===== src/rtl/regfile_dumper.sv =====
// Walks the register-file read port and streams every word out as UART 8N1 bytes, MSB byte first.
// Define REGFILE_DUMP_HEADER_EN to prefix each register with a header byte holding its index.
module regfile_dumper #(
    parameter int BUS_WIDTH     = 32,
    parameter int NUM_REGS      = 32,
    parameter int CLK_FREQUENCY = 100_000_000,
    parameter int BAUD_RATE     = 19_200
) (
    input  logic                 clk,
    input  logic                 rst,
    input  logic                 start,
    output logic [4:0]           readReg,
    input  logic [BUS_WIDTH-1:0] readData,
    output logic                 tx,
    output logic                 busy,
    output logic                 done
);

    // state | meaning
    // IDLE  | line idle, waiting for start
    // LOAD  | capture readData for the current index
    // SEND  | shift bytes of the current register out on tx
    // NEXT  | advance index or finish
    // DONE  | one-cycle done pulse
    localparam logic [2:0] S_IDLE = 3'd0;
    localparam logic [2:0] S_LOAD = 3'd1;
    localparam logic [2:0] S_SEND = 3'd2;
    localparam logic [2:0] S_NEXT = 3'd3;
    localparam logic [2:0] S_DONE = 3'd4;

    localparam int BAUD_DIV = CLK_FREQUENCY / BAUD_RATE;
    localparam int BYTES    = BUS_WIDTH / 8;
`ifdef REGFILE_DUMP_HEADER_EN
    localparam int BPR = BYTES + 1;
`else
    localparam int BPR = BYTES;
`endif
    localparam int BCW = (BAUD_DIV > 1) ? $clog2(BAUD_DIV) : 1;
    localparam int BIW = (BPR > 1) ? $clog2(BPR) : 1;

    localparam logic [BCW-1:0] BAUD_LAST = BCW'(BAUD_DIV - 1);
    localparam logic [BIW-1:0] BYTE_LAST = BIW'(BPR - 1);
    localparam logic [4:0]     REG_LAST  = 5'(NUM_REGS - 1);
    localparam logic [3:0]     BIT_STOP  = 4'd9;

    logic [2:0]           state_q, state_d;
    logic [4:0]           reg_idx_q, reg_idx_d;
    logic [BUS_WIDTH-1:0] cap_q, cap_d;
    logic [BIW-1:0]       byte_idx_q, byte_idx_d;
    logic [BCW-1:0]       baud_q, baud_d;
    logic [3:0]           bit_q, bit_d;
    logic                 tx_q, tx_d;
    logic                 shift_en;
    logic [7:0]           byte_d;

    // The capture register shifts left one byte after each data byte, so the
    // outgoing data byte always sits in its top 8 bits.
`ifdef REGFILE_DUMP_HEADER_EN
    assign shift_en = (byte_idx_q != '0);
    assign byte_d   = (byte_idx_d == '0) ? {3'b000, reg_idx_d} : cap_d[BUS_WIDTH-1 -: 8];
`else
    assign shift_en = 1'b1;
    assign byte_d   = cap_d[BUS_WIDTH-1 -: 8];
`endif

    always_comb begin
        state_d    = state_q;
        reg_idx_d  = reg_idx_q;
        cap_d      = cap_q;
        byte_idx_d = byte_idx_q;
        baud_d     = baud_q;
        bit_d      = bit_q;
        case (state_q)
            S_IDLE: begin
                reg_idx_d = '0;
                if (start) begin
                    state_d = S_LOAD;
                end
            end
            S_LOAD: begin
                cap_d      = readData;
                byte_idx_d = '0;
                baud_d     = '0;
                bit_d      = '0;
                state_d    = S_SEND;
            end
            S_SEND: begin
                if (baud_q == BAUD_LAST) begin
                    baud_d = '0;
                    if (bit_q == BIT_STOP) begin
                        bit_d = '0;
                        if (shift_en) begin
                            cap_d = cap_q << 8;
                        end
                        if (byte_idx_q == BYTE_LAST) begin
                            state_d = S_NEXT;
                        end else begin
                            byte_idx_d = byte_idx_q + 1'b1;
                        end
                    end else begin
                        bit_d = bit_q + 1'b1;
                    end
                end else begin
                    baud_d = baud_q + 1'b1;
                end
            end
            S_NEXT: begin
                if (reg_idx_q == REG_LAST) begin
                    state_d = S_DONE;
                end else begin
                    reg_idx_d = reg_idx_q + 1'b1;
                    state_d   = S_LOAD;
                end
            end
            S_DONE: begin
                reg_idx_d = '0;
                state_d   = S_IDLE;
            end
            default: begin
                state_d = S_IDLE;
            end
        endcase
    end

    // tx is registered from the next-state view so the line never glitches.
    always_comb begin
        tx_d = 1'b1;
        if (state_d == S_SEND) begin
            if (bit_d == 4'd0) begin
                tx_d = 1'b0;
            end else if (bit_d <= 4'd8) begin
                tx_d = byte_d[3'(bit_d - 4'd1)];
            end
        end
    end

    always_ff @(posedge clk or posedge rst) begin
        if (rst) begin
            state_q    <= S_IDLE;
            reg_idx_q  <= '0;
            cap_q      <= '0;
            byte_idx_q <= '0;
            baud_q     <= '0;
            bit_q      <= '0;
            tx_q       <= 1'b1;
        end else begin
            state_q    <= state_d;
            reg_idx_q  <= reg_idx_d;
            cap_q      <= cap_d;
            byte_idx_q <= byte_idx_d;
            baud_q     <= baud_d;
            bit_q      <= bit_d;
            tx_q       <= tx_d;
        end
    end

    assign readReg = reg_idx_q;
    assign tx      = tx_q;
    assign busy    = (state_q != S_IDLE);
    assign done    = (state_q == S_DONE);

endmodule


===== config.mk =====
export PLATFORM = sky130hd
export DESIGN_NAME = regfile_dumper
export DESIGN_NICKNAME = d
export VERILOG_FILES = /design/src/rtl/regfile_dumper.sv
export SDC_FILE = /design/constraint.sdc
export NUM_CORES = 1
export LEC_CHECK = 0
export BUFFER_PORTS_ARGS = -buffer_cell sky130_fd_sc_hd__buf_2
export CORE_AREA = 2 2 86 88
export DETAILED_ROUTE_END_ITERATION = 8
export DIE_AREA = 0 0 88 90
export SYNTH_ARGS = -nofsm -noshare
export SYNTH_HDL_FRONTEND = slang
export SYNTH_SLANG_ARGS = --single-unit

===== constraint.sdc =====
create_clock -name clk -period 3.7 [get_ports clk]
set_clock_uncertainty 0.15 [all_clocks]
set_input_delay 0.555 -clock clk [delete_from_list [all_inputs] [get_ports clk]]
set_output_delay 0.555 -clock clk [all_outputs]
set_load 0.02 [all_outputs]

; ---- Word-level counts from Yosys, hierarchy flattened
; Cells that the tools add are included.
[op_classes]
mux = 25
n_reduce_logical = 9
magnitude_cmp = 2
n_eq_ne = 13
addsub = 5
[ops]
columns = cell, n
row1 = 32-bit 2-to-1 mux, 2
row2 = 32-bit one-hot mux with 2 select lines, 1
row3 = 13-bit one-hot mux with 2 select lines, 1
row4 = 3-bit 2-to-1 mux, 5
row5 = 13-bit by 1-bit adder with 13-bit output (second input constant), 1
row6 = 13-bit equality test (second input constant), 1
row7 = 13-bit 2-to-1 mux, 1
row8 = 3-bit one-hot mux with 4 select lines, 1
row9 = 5-bit one-hot mux with 2 select lines, 1
row10 = 3-bit by 2-bit equality test with 1-bit output (second input constant), 3
row11 = 4-bit 2-to-1 mux, 2
row12 = 2-bit != test (second input constant), 4
row13 = 4-bit one-hot mux with 2 select lines, 1
row14 = 2-bit 2-to-1 mux, 3
row15 = 5-bit by 1-bit adder with 5-bit output (second input constant), 1
row16 = 5-bit equality test (second input constant), 1
row17 = 5-bit 2-to-1 mux, 1
row18 = 4-bit by 1-bit adder with 4-bit output (second input constant), 1
row19 = 4-bit equality test (second input constant), 1
row20 = 4-bit less-or-equal comparator (second input constant), 1
row21 = 4-bit zero test, 1
row22 = 3-bit by 4-bit less-than comparator with 1-bit output (second input constant), 1
row23 = 1-bit 2-to-1 mux, 4
row24 = 2-bit one-hot mux with 2 select lines, 1
row25 = 13 further kinds, 14
[totals]
output_inout_bits = 8
reg_bits = 60
elab_cells = 62
input_bits = 35

; ---- Longest topological paths before layout
[logic_depth]
word_depth = 10
ltp_mapped = 13
ltp_nobuf = 13

; ---- Least setup slack after synthesis
; Ideal clock, no wire load.
[synth_timing]
path_type = reg2reg
startpoint = register state_q[1]
endpoint = register tx_q (netlist: tx)
synth_period_minus_slack_ns = 3.248
n_path_buf = 2
path_slack_ns = 0.452
setup_ns = 0.072
arrival_ns = 3.026
required_ns = 3.478
path_stages_with_launch = 14
path_cell_list = dfrtp_1 -> clkbuf_1 -> nor3b_1 -> clkbuf_1 -> nor2_1 -> o21ai_0 -> o41a_1 -> ha_1 -> inv_1 -> a2111oi_0 -> or4_1 -> o21ai_1 -> a21oi_1 -> o21ai_1
[synth_between]
elab_chain_len = 8
word_cells_on_any_way = 20
classes_between = add/sub: 1 / order compare: 1 / eq/ne: 4 / mux: 12 / reduce/logical: 2
[synth_rtl]
columns = item, line_no
row1 = start: declaration, 46  ; logic [2:0] state_q, state_d;
row2 = start signal: assignment, 147  ; state_q <= state_d;
row3 = 3-bit by 2-bit equality test with 1-bit output / 3-bit by 1-bit equality test with 1-bit output (equally long branches), 73  ; case (state_q)
row4 = 4-bit one-hot mux with 2 select lines, 73
row5 = 3-bit by 1-bit subtractor with 3-bit output, 132  ; tx_d = byte_d[3'(bit_d - 4'd1)];
row6 = 1-bit binary-select mux with 3-bit select, 132
row7 = 1-bit 2-to-1 mux (implied by the code), 132
row8 = 1-bit 2-to-1 mux, 131  ; end else if (bit_d <= 4'd8) begin
row9 = 1-bit 2-to-1 mux, 129  ; if (bit_d == 4'd0) begin
row10 = 1-bit 2-to-1 mux (*), 128  ; if (state_d == S_SEND) begin
row11 = via tx_d, 52  ; logic tx_q, tx_d;
row12 = end signal: assignment, 153  ; tx_q <= tx_d;
row13 = end: declaration, 52
; The timed path passes the listed nets; every way through them passes the cells marked *. The select of a mux whose other input is x is not followed.
; A chain may end at the register's enable or synchronous reset.

; ---- Worst setup path in the final report
[layout_timing]
startpoint = register state_q[0]
endpoint = register tx_q (netlist: tx)
[layout_between]
elab_chain_len = 8
word_cells_on_any_way = 20
classes_between = add/sub: 1 / order compare: 1 / eq/ne: 4 / mux: 12 / reduce/logical: 2
[layout_rtl]
columns = item, line_no
row1 = 3-bit by 2-bit equality test with 1-bit output / 3-bit by 1-bit equality test with 1-bit output (equally long branches), 73
row2 = 4-bit one-hot mux with 2 select lines (*), 73
row3 = via bit_d[0], 51  ; logic [3:0] bit_q, bit_d;
row4 = 3-bit by 1-bit subtractor with 3-bit output, 132
row5 = 1-bit binary-select mux with 3-bit select, 132
row6 = 1-bit 2-to-1 mux (implied by the code), 132
row7 = 1-bit 2-to-1 mux, 131
row8 = 1-bit 2-to-1 mux (*), 129
row9 = 1-bit 2-to-1 mux (*), 128
row10 = via tx_d, 52
; Marks and branches as above.

==> impl_metrics.json <==
{
  "critPathMaxFanout": 17,
  "num-nets-final": 416,
  "rr_startpoint": "state_q[0]",
  "hold_violations": 0,
  "fmax_ghz": 0.3062,
  "critPathTopFamily": "simple AND/OR/NAND/NOR gates",
  "port_buffers": 42,
  "dieHeight_um": 90,
  "ir_drop_mv": 0.2575,
  "crit_top_cell": "o21ai_1",
  "ctsHoldBuffers": 0,
  "clkTransAtPathRegs_ns": 0.07,
  "cp_slowest_cell": "dfrtp_1",
  "fillers": 668,
  "hold_path_class": "in2async",
  "n_antenna_cell": 0,
  "syn-mean-instance-area_sq_um": 9.269,
  "io_pins": 43,
  "ant_nets": 0,
  "criticalPathCategory": "reg2reg",
  "period_needed_ns": 3.265,
  "cp.arrival_ns": 3.39,
  "vias_per_cell": 5.294,
  "setup_violations": 0,
  "rsz0062_at_grt": "false",
  "worst-path-buf-inv": 2,
  "synth-seq-cells": 60,
  "tightest_slew_ns": 0.6518,
  "p_leak_nw": 1.705,
  "cts_tree": "yes",
  "crit_cells": 11,
  "r2r_end": "tx",
  "setup_tns_ns": 0,
  "drc": 0,
  "slew_headroom": 0.5648,
  "firstDrtPassIters": 4,
  "power.total_mw": 1.466,
  "gp_congestion": 0.7464,
  "synth_top_area_share": 0.4783,
  "path_cells": "or3b_2 -> nand2_1 -> mux2i_4 -> inv_2 -> ha_1 -> inv_1 -> a2111oi_0 -> or4_1 -> o21ai_1 -> a21oi_1 -> o21ai_1",
  "cp-start-kind": "flop",
  "area_growth_syn_to_layout_pct": 18.32,
  "r2r_slack_ns": 0.43,
  "numCtsBuffers": 9,
  "die_width_um": 88,
  "status": "finished, final reports clean",
  "clock_sinks": 60,
  "dieArea_sq_um": 7920,
  "first_iter_violations": 84,
  "grt_use_met3": 0.05051,
  "final_layout_size_suffix_gt1_frac": 0.2047,
  "drv_cap": 0,
  "routed_wirelength_um": 6793,
  "critPathCapture": "tx",
  "syn_nets": 373,
  "grt_max_degree": 34,
  "grt_pass1_wl_um": 12130,
  "antenna_found_initial": 0,
  "design_area_sq_um": 3652,
  "yosys-top-cells-area": "dfrtp_1 48%, nand2_1 10%, o21ai_0 5.7%, a22oi_1 3.9%, and3_1 2.2%",
  "worst_setup_path_end_kind": "flop",
  "grt_overflow": 0,
  "synth_cell_types": 47,
  "netlist_instances": 333,
  "drv_slew": 0,
  "post-cts-setup-buffer-count": 0,
  "hpwl_um": 4640,
  "period_share": 0.8825,
  "htreeDepth": 3,
  "synth_area_sq_um": 3087,
  "insertion_delay_ns": 0.35,
  "rr_worst_depth": 11,
  "rows": 31,
  "wl_per_cell_um": 14.15,
  "design.core.area_sq_um": 7020,
  "start_util": 0.4397,
  "dpl-instance-area_sq_um": 3406,
  "cp_slowest_stage_delay_ns": 0.67,
  "top_usage_layer": "met2",
  "yosys_warnings": 0,
  "grt_usage": 0.1947,
  "use_met1": 0.2746,
  "seq_area_frac_synth": 0.4868,
  "grt_pass1_vias": 2530,
  "cp.required_ns": 3.82,
  "grt_util_met2": 0.2866,
  "holdWs_ns": 0.1483,
  "clockRootBuffer": "clkbuf_8",
  "cts_resized": 0,
  "startpoint": "state_q[0]",
  "yosysTopAreaCell": "dfrtp_1",
  "num_vias": 2541,
  "clk_path_buf_depth": 2,
  "powerDensity_nw_per_um2": 401.3
}
[worst register-to-register path, cell delays in order (launching register included)]
cell and delay, ns:
dfrtp_1 0.67, or3b_2 0.67, nand2_1 0.17, mux2i_4 0.11, inv_2 0.11, ha_1 0.29
inv_1 0.10, a2111oi_0 0.06, or4_1 0.55, o21ai_1 0.14, a21oi_1 0.08, o21ai_1 0.12
[metrics by stage]
step,utilization,worst slack (ns),std cells
2_1_floorplan,-,0.4522,333
3_3_place_gp,0.4851,0.5447,464
3_5_place_dp,0.4851,0.4721,464
4_1_cts,0.5202,0.4429,480
5_1_grt,0.5202,0.1897,480
6_report,0.5202,0.4346,480
[Yosys cell counts, drive strengths merged]
master / count
a22oi: 16
mux2: 1
or2b: 1
xnor2: 1
dfstp: 1
or4: 2
nand3: 10
ha: 5
nor3: 4
and2: 5
a21oi: 8
o21ai: 37
a2111oi: 4
nor4bb: 1
and3: 11
nor4b: 2
nor2: 8
mux2i: 5
nand4: 1
nand3b: 3
a21o: 4
nand2b: 3
dfrtp: 59
nand2: 85
xor2: 1
inv: 11
o22ai: 1
nor2b: 2
buf: 3
a32o: 5
a31oi: 2
nor3b: 3
or3: 1
or3b: 2
o41a: 1
a221o: 4
and4: 3
o31ai: 3
clkbuf: 14
[layer usage]
layer	vias to the layer above	part of all wire
met5	-	0
met3	12	0.043
met4	0	0.016
met2	47	0.46
li1	1273	-
met1	1209	0.48
[final cells by class]
type	count	area, sq um	area share
flip-flops and latches	60	1503	0.4114
multi-input cells	245	1475	0.4039
repair buffers	49	262.8	0.07194
clock buffers	9	123.9	0.03392
well taps	99	123.9	0.03392
clock inverters	7	122.6	0.03357
inverters	11	41.29	0.01131
[power breakdown]
part           internal [mW]  leakage, nW  switching [mW]
logic                 0.0228        0.844          0.0265
clock network          0.450        0.116           0.284
registers              0.673        0.746         0.00872
total                   1.15         1.71           0.319
[state kept, by name, summed over array words and instances, names as in the netlist]
signal,cells
cap_q,32
baud_q,13
readReg,5
bit_q,4
state_q,3
byte_idx_q,2
tx,1
[how the worst min path moves through the flow]
| stage | depth (start not counted) | slack [ns] | end |
|---|---|---|---|
| after floorplan | 1 | 0.29 | baud_q[12] |
| after global placement | 2 | 0.31 | cap_q[20] |
| after detailed placement | 2 | 0.31 | cap_q[12] |
| after CTS | 2 | 0.17 | cap_q[0] |
| after global routing | 2 | 0.19 | cap_q[3] |
| final | 2 | 0.15 | cap_q[1] |
[cell usage in the layout, fill, tap and decap left out, types with 3 or more instances in the layout]
cell type  synthesis  routed
nand2_1           85      85
dfrtp_1           59      59
buf_2              1      42
o21ai_0           35      35
a22oi_1           16      16
and3_1            11      11
nand3_1           10      10
inv_1             10       9
clkbuf_8           0       9
nor2_1             8       8
a21oi_1            7       7
buf_4              0       7
a32o_1             5       5
and2_1             5       5
ha_1               5       5
nor3_1             4       4
a21o_1             4       4
a221o_1            4       4
mux2i_1            4       4
and4_1             3       3
o31ai_1            3       3
nand3b_1           3       3
a2111oi_0          3       3
nand2b_1           3       3
bufinv_16          0       3
[kinds of logic after synthesis]
| logic type | count (synthesis) | share of synthesized area |
|---|---|---|
| AO/OA/AOI/OAI | 85 | 0.1808 |
| XOR/XNOR | 2 | 0.005676 |
| adder cells (fa/ha/maj) | 5 | 0.02027 |
| buffers and inverters | 28 | 0.03688 |
| flip-flops | 60 | 0.4868 |
| multiplexers | 6 | 0.02392 |
| AND/OR/NAND/NOR | 147 | 0.2456 |
No activity file was read; power rests on OpenSTA's default activity.
